==> config.mk <==
export PLATFORM = sky130hd
export DESIGN_NAME = cby_cfg_shadow_mux
export DESIGN_NICKNAME = d
export VERILOG_FILES = /design/src/rtl/cby_cfg_shadow_mux.sv
export SDC_FILE = /design/constraint.sdc
export NUM_CORES = 1
export LEC_CHECK = 0
export BUFFER_PORTS_ARGS = -buffer_cell sky130_fd_sc_hd__buf_4
export CORE_MARGIN = 2
export CORE_UTILIZATION = 36
export DETAILED_ROUTE_END_ITERATION = 7
export MAX_ROUTING_LAYER = met4
export PLACE_DENSITY_LB_ADDON = 0.3
export SYNTH_ARGS = -nofsm -noshare
export SYNTH_HDL_FRONTEND = slang
export SYNTH_SLANG_ARGS = --single-unit
==> constraint.sdc <==
create_clock -name prog_clk -period 7.15 [get_ports prog_clk]
set_clock_uncertainty 0.2 [all_clocks]
set_input_delay 1.43 -clock prog_clk [delete_from_list [all_inputs] [get_ports prog_clk]]
set_output_delay 1.43 -clock prog_clk [all_outputs]
set_load 0.03 [all_outputs]
==> src/rtl/cby_cfg_shadow_mux.sv <==
// cby_cfg_shadow_mux: parameterised vertical connection block.
//   Taps a bidirectional Y-channel onto NUM_IPIN grid input pins. Each pin
//   has a MUX_SIZE-input mux with a binary select. Selects are loaded over
//   the ccff scan chain into a shift register (cfg). They are copied into a
//   shadow register (active) only on commit, which is the edge after
//   config_enable falls. Programming therefore never disturbs the pins.
//   The block also checks the shift count and raises a done flag.
// Ports:
//   prog_clk, pReset                   config clock, async active-high reset
//   config_enable, ccff_head/ccff_tail shift enable and scan-chain I/O
//   chany_bottom_in/top_in             channel tracks in from each side
//   chany_bottom_out/top_out           straight passthrough to the other side
//   ipin_out                           grid input pins
//   cfg_done, cfg_err                  commit seen / last commit had a bad shift count

// One pin's select mux. Select codes at or above MUX_SIZE read the zero padding.
module cby_ipin_mux #(
    parameter int MUX_SIZE = 8,
    parameter int SEL_W    = 3
) (
    input  logic [MUX_SIZE-1:0] taps,
    input  logic [SEL_W-1:0]    sel,
    output logic                ipin
);
    localparam int DEPTH = 1 << SEL_W;

    logic [DEPTH-1:0] padded;

    assign padded = DEPTH'(taps);
    assign ipin   = padded[sel];
endmodule

module cby_cfg_shadow_mux #(
    parameter int CHAN_WIDTH = 20,
    parameter int NUM_IPIN   = 12,
    parameter int TAPS       = 4,
    parameter int TAP_STRIDE = 5
) (
    input  logic                  prog_clk,
    input  logic                  pReset,
    input  logic                  config_enable,
    input  logic                  ccff_head,
    output logic                  ccff_tail,
    input  logic [CHAN_WIDTH-1:0] chany_bottom_in,
    input  logic [CHAN_WIDTH-1:0] chany_top_in,
    output logic [CHAN_WIDTH-1:0] chany_bottom_out,
    output logic [CHAN_WIDTH-1:0] chany_top_out,
    output logic [NUM_IPIN-1:0]   ipin_out,
    output logic                  cfg_done,
    output logic                  cfg_err
);
    localparam int MUX_SIZE = 2 * TAPS;
    localparam int SEL_W    = (MUX_SIZE > 1) ? $clog2(MUX_SIZE) : 1;
    localparam int L        = NUM_IPIN * SEL_W;
    localparam int CNT_W    = $clog2(L) + 2;
    localparam logic [CNT_W-1:0] CNT_L   = CNT_W'(L);
    localparam logic [CNT_W-1:0] CNT_MAX = {CNT_W{1'b1}};

    logic [L-1:0]     cfg;
    logic [L-1:0]     active;
    logic [CNT_W-1:0] cnt;
    logic             en_d;
    logic             commit;

    // Falling edge of config_enable, seen one clock late through en_d.
    assign commit = en_d & ~config_enable;

    always_ff @(posedge prog_clk or posedge pReset) begin
        if (pReset) begin
            cfg      <= '0;
            active   <= '0;
            cnt      <= '0;
            en_d     <= 1'b0;
            cfg_done <= 1'b0;
            cfg_err  <= 1'b0;
        end else begin
            en_d <= config_enable;
            if (config_enable) begin
                // The shift form also works for a single-bit chain.
                cfg <= (cfg << 1) | L'(ccff_head);
                if (cnt != CNT_MAX)
                    cnt <= cnt + CNT_W'(1);
                // First shift of a new session drops the previous done.
                if (!en_d)
                    cfg_done <= 1'b0;
            end
            if (commit) begin
                active   <= cfg;
                cfg_err  <= (cnt != CNT_L);
                cnt      <= '0;
                cfg_done <= 1'b1;
            end
        end
    end

    assign ccff_tail        = cfg[L-1];
    assign chany_bottom_out = chany_top_in;
    assign chany_top_out    = chany_bottom_in;

    logic [NUM_IPIN-1:0][SEL_W-1:0]    pin_sel;
    logic [NUM_IPIN-1:0][MUX_SIZE-1:0] pin_taps;

    for (genvar i = 0; i < NUM_IPIN; i++) begin : g_pin
        // A pin's select is stored MSB-first in its cfg slice, so the
        // earliest-shifted bit of the slice is the select LSB.
        for (genvar b = 0; b < SEL_W; b++) begin : g_sel
            assign pin_sel[i][b] = active[i*SEL_W + SEL_W-1-b];
        end
        for (genvar t = 0; t < TAPS; t++) begin : g_tap
            localparam int K = (i + t*TAP_STRIDE) % CHAN_WIDTH;
            assign pin_taps[i][2*t]   = chany_bottom_in[K];
            assign pin_taps[i][2*t+1] = chany_top_in[K];
        end
        cby_ipin_mux #(
            .MUX_SIZE (MUX_SIZE),
            .SEL_W    (SEL_W)
        ) u_mux (
            .taps (pin_taps[i]),
            .sel  (pin_sel[i]),
            .ipin (ipin_out[i])
        );
    end
endmodule

==> impl_metrics.tcl, run 1 <==
set metrics [dict create \
    arrival_ns 2.48 \
    drtPass1Iterations 4 \
    clock_latency_ns 0.33 \
    slew_headroom_pct 28.8 \
    worstPathCellList "buf_4 > mux4_2 > mux2_2 > buf_4" \
    viasPerCell 5.06 \
    most-common-layout-cells "99 x buf_4, 86 x mux2_2, 83 x dfrtp_1" \
    cts.htree.levels 3 \
    fin_area_mm2 0.00514 \
    peakVddDrop_mv 0.126 \
    ios 99 \
    cp_max_fo 4 \
    place_area_mm2 0.00481 \
    worst_path_max_delay_cell "mux4_2" \
    yosys_warnings 0 \
    cts_tree "yes" \
    clk_pin_slew_ns 0.06 \
    ys_ff_latch 83 \
    nets 397 \
    root_buffer "clkbuf_16" \
    start_util_pct 36.5 \
    gp_routability_congestion 0.801 \
    overflow 0 \
    whs_ns 0.319 \
    first_iter_violations 105 \
    synth-xor-area-share_pct 0 \
    cts_buffers 9 \
    worst-setup-path-type "in2out" \
    antenna_found_initial 0 \
    end_kind "output pin" \
    synth_top_family_by_area "multiplexers" \
    grt_pass1_wl_mm 12.5 \
    postCtsSetupRepairBufs 0 \
    hold_viol 0 \
    yosys.area_share.adder_pct 0.864 \
    crit_start "chany_top_in[1]" \
    die_h_um 114 \
    layout-drive-gt1-share_pct 65.1 \
    rsz0062_at_grt "no" \
    route.detailed.drc 0 \
    fin_setup_tns_ns 0 \
    power.total_mw 1.82 \
    ctsResizeCount 0 \
    worstHoldStart "active[9]" \
    seq_area_frac_synth_pct 47.8 \
    reg2reg_from "en_d" \
    clockBufferDepth 2 \
    ant_nets 0 \
    yosys-top-cells-area "dfrtp_1 48%, mux2_2 22%, mux4_2 12%, buf_4 9.0%, o21ai_0 1.0%" \
    startpoint_type "input port" \
    finalSetupViolations 0 \
    synth_fp_nets 350 \
    via_count 2540 \
    cap_viol_max_count 0 \
    required_ns 5.52 \
    synth-simple-area-share_pct 2.82 \
    period_share_pct 57.5 \
    final_common_cell "buf_4" \
    layout_min_cycle_time_ns 4.11 \
    synth_area_mm2 0.00434 \
    synth_cell_types 29 \
    wl_per_cell_um 15.2 \
    outcome "finished, final reports clean" \
    diodes 0 \
    port_buffers 98 \
    core_mm2 0.0119 \
    hold_buffers 0 \
    cp_common_cell "buf_4" \
    cp_slowest_stage_delay_ns 0.46 \
    num_rows 40 \
    leakagePower_nw 2.30 \
    synth-compound-area-share_pct 2.76 \
    muxShareOfSynthArea_pct 34.7 \
    powerDensity_mw_per_mm2 354 \
    syn-instance-count 303 \
    die_w_um 114 \
    yosysTopAreaCellShare_pct 47.8 \
    min-delay-path-class "reg2reg" \
    dp_hpwl_mm 5.32 \
    timing.fmax_ghz 0.243 \
    grtUsageTotal_pct 12.8 \
    clkSinkCount 83 \
    die_area_mm2 0.0130 \
    worst_slew_pin_slew_ns 1.07 \
    syn-mean-instance-area_um2 14.3 \
    final_max_slew_viol_count 0 \
    grt_pass1_vias 2502 \
    wirelength_mm 7.62 \
    syn2layout_area_growth_pct 18.3 \
    yosysTopAreaCell "dfrtp_1" \
    grt_max_degree 84 \
]
[layer usage]
layer	share of wire, %	track usage (%)
met3	4.2	3.35
met5	0	-
met2	50	18.8
met1	44	16.9
met4	1.3	5.61
[worst paths after layout]
check                              end  slack [ns]  cells past startpoint
setup / recovery           ipin_out[6]        3.04                      4
hold reg to reg              active[9]        0.32                      1
setup reg to reg            active[26]        5.05                      2
max in group asynchronous    active[8]        4.88                      3
hold / removal               active[9]        0.32                      1
min in group asynchronous   active[23]        1.20                      3
[cell type report]
cell class	count	area (um2)
multi-input combinational	153	1790
inverter	4	16.3
sequential	83	2080
fill	1084	6770
tap	147	184
clock buffer	9	225
clock inverter	7	101
timing repair buffer	99	743
[kinds of logic (layout without fill, tap and decap cells)]
family                   count (synthesis)  after routing
multiplexers                           110            110
flip-flops                              83             83
buffers and inverters                   67            119
AND/OR/NAND/NOR                         21             21
AO/OA/AOI/OAI                           19             19
adder cells (fa/ha/maj)                  3              3
[worst max-delay path: cells and delay by family]
kind                   cells  cell delay, ns
buffers and inverters      2            0.29
muxes                      2            0.75
[registers in the layout (all words and copies together), names as in the netlist]
register / cells
active: 36
cfg: 36
cfg_done: 1
en_d: 1
cnt: 8
cfg_err: 1
[through the flow]
step	utilization, %	std cells	setup slack, ns
floorplan	-	303	3.23
global placement	40.4	486	3.05
detailed placement	40.4	486	3.04
CTS	43.1	502	3.04
global route	43.1	502	3.02
finish	43.1	502	3.04
[synthesized netlist by cell type]
| library cell | instances |
|---|---|
| nor2_1 | 2 |
| buf_2 | 7 |
| buf_6 | 3 |
| o22ai_2 | 1 |
| nor3b_1 | 1 |
| buf_4 | 52 |
| nand4_2 | 1 |
| o41ai_1 | 1 |
| a21oi_1 | 3 |
| a21o_1 | 1 |
| and4bb_2 | 1 |
| nand3_1 | 2 |
| ha_1 | 3 |
| mux4_2 | 24 |
| a41oi_1 | 2 |
| o31ai_1 | 1 |
| nand2_1 | 6 |
| mux2_2 | 86 |
| inv_1 | 4 |
| nor3_1 | 2 |
| nand2b_1 | 1 |
| clkbuf_1 | 1 |
| a31oi_1 | 1 |
| or2_1 | 1 |
| nand4_1 | 2 |
| or4_1 | 1 |
| and2_2 | 1 |
| o21ai_0 | 9 |
| dfrtp_1 | 83 |
[report_power, final]
group / switching [mW] / internal, mW / total (mW)
registers: 0.143 / 0.625 / 0.768
logic: 0.224 / 0.325 / 0.549
clock network: 0.193 / 0.308 / 0.501
total: 0.560 / 1.26 / 1.82
Note: power is estimated with default switching activity, not from simulation.
==> run 2, diff against run 1 <==
- ABC_AREA: not set -> 1
- clock period: 7.15 -> 3.4 ns (I/O delays scaled with it)
==> impl_metrics.tcl, run 2 <==
set metrics [dict create \
    clk_pin_slew_ns 0.06 \
    final_common_cell "nand2_1" \
    final_max_slew_viol_count 0 \
    yosysTopAreaCellShare_pct 45.3 \
    drtPass1Iterations 5 \
    cts_buffers 9 \
    seq_area_frac_synth_pct 45.3 \
    slew_headroom_pct 61.6 \
    peakVddDrop_mv 0.295 \
    ys.flop_type "dfrtp_1" \
    p_int_mw 1.88 \
    nets 715 \
    wl_per_cell_um 11.4 \
    outcome "finished, final reports clean" \
    layout-drive-gt1-share_pct 18.4 \
    pwr-share-seq_pct 43.9 \
    gp_routability_congestion 0.824 \
    synth.most_common_cell "nand2_1" \
    hold_viol 0 \
    nFillCells 1303 \
    port_buffers 98 \
    min-delay-path-class "in2async" \
    top_regs "active: 36 flops, cfg: 36 flops, cnt: 8 flops" \
    power.total_mw 2.82 \
    rrSetupSlack_ns 1.80 \
    viasPerCell 4.60 \
    leakagePower_nw 2.78 \
    route.detailed.drc 0 \
    synth_area_mm2 0.00458 \
    antenna_found_initial 0 \
    clock_power_share_pct 31.3 \
    die_area_mm2 0.0136 \
    end_kind "output pin" \
    grt_max_degree 84 \
    diodes 0 \
    yosysTopAreaCell "dfrtp_1" \
    synth-edff-count 0 \
    worst-setup-path-type "in2out" \
    ys_ff_latch 83 \
    worst_slew_pin_slew_ns 0.575 \
    synth_fp_nets 672 \
    ios 99 \
    root_buffer "clkbuf_16" \
    timing.fmax_ghz 0.435 \
    dp_hpwl_mm 6.94 \
    via_count 3885 \
    powerDensity_mw_per_mm2 526 \
    first_iter_violations 260 \
    r2r-end "active[2]" \
    core_mm2 0.0125 \
    clkSinkCount 83 \
    reg2reg_from "en_d" \
    finalSetupViolations 0 \
    most-common-layout-cells "251 x nand2_1, 100 x buf_4, 83 x dfrtp_1" \
    cts.htree.levels 3 \
    yosys_warnings 0 \
    ant_nets 0 \
    die_h_um 117 \
    cp_max_fo 3 \
    layout_setup_ws_ns 1.10 \
    start_util_pct 36.6 \
    die_w_um 117 \
    grtUsageTotal_pct 15.2 \
    clock_latency_ns 0.33 \
    p_switching_uw 947 \
    required_ns 2.52 \
    rsz0062_at_grt "no" \
    fin_setup_tns_ns 0 \
    layout_min_cycle_time_ns 2.30 \
    reg2reg_depth 3 \
    syn-instance-count 625 \
    postCtsSetupRepairBufs 0 \
    cap_viol_max_count 0 \
    wirelength_mm 9.60 \
    period_share_pct 67.6 \
    num_rows 41 \
    ctsResizeCount 0 \
    hold_buffers 0 \
    pre_cts_ws_ns 1.06 \
    arrival_ns 1.42 \
    grt_pass1_wl_mm 16.3 \
    p_comb_share_pct 24.8 \
    synthTopCellsByCount "251 x nand2_1, 83 x dfrtp_1, 77 x o21ai_0, 64 x inv_1, 54 x buf_4" \
    switching_share_pct 33.5 \
    cts_tree "yes" \
    syn2layout_area_growth_pct 17.1 \
    clockBufferDepth 2 \
    synthArstFlopShare_pct 100 \
    overflow 0 \
    synth_cell_types 21 \
    yosys-top-cells-area "dfrtp_1 45%, nand2_1 21%, buf_4 8.8%, o21ai_0 8.4%, inv_1 5.2%" \
    syn-mean-instance-area_um2 7.33 \
    startpoint_type "input port" \
    grt_pass1_vias 3669 \
]
## run 2: critical path, cell delays in order
cell     delay, ns
buf_4         0.08
inv_1         0.06
a21oi_1       0.14
o21ai_0       0.10
nand2_1       0.07
nand2_1       0.05
nand2_1       0.08
buf_4         0.16
## run 2: kinds of logic (layout without fill, tap and decap cells)
family,Yosys count,in the layout,synth area share (%)
buf+inv,133,181,15.6
flops,83,83,45.3
fa+ha+maj,3,3,0.819
simple gates,279,279,23.8
compound gates,127,127,14.5
## run 2: cell type report
class	instances	area (um2)	share of cell area [%]
inverter	64	241	4.50
tap	172	215	4.01
multi-input combinational	409	1790	33.4
sequential	83	2080	38.7
clock buffer	11	233	4.33
timing repair buffer	101	771	14.4
clock inverter	5	37.5	0.699
## run 2: power by group through the flow
| stage | clock, mW | sequential [mW] | combinational [mW] |
|---|---|---|---|
| after detailed placement | 0 | 1.26 | 0.711 |
| after global routing | 0.959 | 1.26 | 0.798 |
| after CTS | 0.905 | 1.24 | 0.712 |
| after floorplan | 0 | 1.23 | 0.570 |
| final | 0.885 | 1.24 | 0.700 |
| after global placement | 0 | 1.25 | 0.695 |
## run 2: per-stage QoR
stage	cells	util [%]	area (um2)	hold slack (ns)
floorplan	625	-	4580	0.253
global placement	829	40.7	5100	0.275
detailed placement	829	40.7	5100	0.271
CTS	845	42.9	5370	0.258
global route	845	42.9	5370	0.282
finish	845	42.9	5370	0.233
## run 2: worst max-delay path by stage
stage / start / endpoint / slack [ns]
after floorplan: pReset / active[0] / 0.38
after CTS: chany_top_in[1] / ipin_out[1] / 1.11
after global placement: config_enable / cnt[2] / 1.11
after global routing: active[17] / ipin_out[5] / 0.92
after detailed placement: config_enable / cnt[2] / 1.06
final: chany_bottom_in[15] / ipin_out[0] / 1.10
## run 2: per-layer routing
layer  track usage [%]  wire (um)  vias to the layer above
met2              25.5       4640                       69
li1                  -          -                     2006
met3              2.37        339                       14
met1              18.9       4490                     1796
met4              5.25        129                        0
met5                 -          0                        -
==> run 3, diff against run 2 <==
- ABC_AREA: 1 -> 0
- clock period: 3.4 -> 2 ns (I/O delays scaled with it)
==> impl_metrics.tcl, run 3 (synthesized netlist as in run 1, its figures left out) <==
set metrics [dict create \
    clock_power_share_pct 24.7 \
    cap_viol_max_count 0 \
    layout_min_cycle_time_ns 2.30 \
    worst-setup-path-type "reg2out" \
    top_regs "active: 36 flops, cfg: 36 flops, cnt: 8 flops" \
    min-delay-path-class "in2reg" \
    cts_buffers 9 \
    leakagePower_nw 2.42 \
    p_comb_share_pct 33.6 \
    syn2layout_area_growth_pct 23.1 \
    fin_setup_tns_ns -3.29 \
    p_switching_mw 2.03 \
    pre_cts_ws_ns -0.0501 \
    drtPass1Iterations 5 \
    final_max_slew_viol_count 0 \
    viasPerCell 5.10 \
    required_ns 1.40 \
    cts.htree.levels 3 \
    cp_max_fo 3 \
    hold_viol 0 \
    clkSinkCount 83 \
    cts_tree "yes" \
    num_rows 40 \
    outcome "finished, violations left" \
    end_kind "output pin" \
    gp_routability_congestion 0.795 \
    nets 412 \
    wirelength_mm 8.10 \
    p_int_mw 4.61 \
    layout-drive-gt1-share_pct 65.9 \
    powerDensity_mw_per_mm2 1240 \
    via_count 2637 \
    grt_max_degree 84 \
    start_util_pct 36.5 \
    grtUsageTotal_pct 13.5 \
    root_buffer "clkbuf_16" \
    clk_pin_slew_ns 0.06 \
    final_common_cell "buf_4" \
    grt_pass1_vias 2693 \
    route.detailed.drc 0 \
    wl_per_cell_um 15.7 \
    core_mm2 0.0119 \
    die_area_mm2 0.0130 \
    ios 99 \
    most-common-layout-cells "98 x buf_4, 82 x dfrtp_1, 76 x mux2_2" \
    peakVddDrop_mv 0.453 \
    diodes 0 \
    first_iter_violations 99 \
    clock_latency_ns 0.34 \
    port_buffers 98 \
    register_area_mm2 0.00208 \
    clockBufferDepth 2 \
    ant_nets 0 \
    slew_headroom_pct 70.6 \
    finalSetupViolations 12 \
    die_w_um 114 \
    die_h_um 114 \
    worst_slew_pin_slew_ns 0.441 \
    switching_share_pct 30.5 \
    arrival_ns 1.70 \
    violations "negative setup slack" \
    antenna_found_initial 0 \
    rsz0062_at_grt "yes" \
    nFillCells 1077 \
    overflow 0 \
    dp_hpwl_mm 5.80 \
    multi_input_comb_area_mm2 0.00183 \
    timing.fmax_ghz 0.436 \
    layout_setup_ws_ns -0.295 \
    grt_pass1_wl_mm 13.4 \
    period_share_pct 115 \
    startpoint_type "flip-flop" \
    pwr-share-seq_pct 41.7 \
]
[run 3: cell type report]
cell class                      count  share of cell area, %
Clock inverter                      4                  0.936
Sequential cell                    83                   38.9
Timing Repair Buffer              114                   17.6
Multi-Input combinational cell    153                   34.2
Tap cell                          147                   3.44
Clock buffer                       12                   4.61
Inverter                            4                  0.351
[run 3: repair_timing]
item | 4_1_cts | 5_1_grt
setup buffers | 2 | 0
hold endpoints to repair | 4 | 0
resized for setup | 19 | 4
hold buffers | 1 | 0
setup endpoints to repair | 12 | 12
[run 3: stage by stage]
stage / instances / power, mW / hold slack (ns) / util, % / instance area, um2
finish: 517 / 6.64 / 0.0981 / 44.9 / 5350
global route: 517 / 7.00 / 0.0943 / 44.9 / 5350
CTS: 517 / 6.70 / 0.0909 / 44.8 / 5340
detailed placement: 498 / 4.83 / 0.303 / 41.5 / 4940
global placement: 498 / 4.77 / 0.308 / 41.5 / 4940
floorplan: 303 / 4.40 / 0.231 / - / 4350
[run 3: worst paths after layout]
| path | slack, ns | from | cells after the start | to |
|---|---|---|---|---|
| max in group asynchronous | 0.70 | pReset | 4 | active[29] |
| min in group asynchronous | 0.51 | pReset | 4 | active[35] |
| max reg2reg | 0.25 | cnt[0] | 5 | cnt[5] |
| max | -0.30 | active[32] | 3 | ipin_out[10] |
| min | 0.1 | ccff_head | 2 | cfg[0] |
| min reg2reg | 0.32 | active[0] | 1 | active[0] |
[run 3: metal layers]
layer | track usage [%] | wire, um
met5 | - | 0
met2 | 21.2 | 4140
met4 | 5.61 | 127
met1 | 17.1 | 3520
met3 | 2.82 | 324
[run 3: critical path, stage by stage (launching register included)]
cell and delay (ns):
dfrtp_1 0.42, mux4_2 0.51, mux2_2 0.29, buf_6 0.14
[run 3: power by group through the flow]
stage	clock (mW)	combinational (mW)	sequential, mW
after floorplan	0	1.80	2.59
after global placement	0	1.99	2.78
after detailed placement	0	2.03	2.80
after CTS	1.68	2.24	2.78
after global routing	1.76	2.37	2.87
final	1.64	2.23	2.76
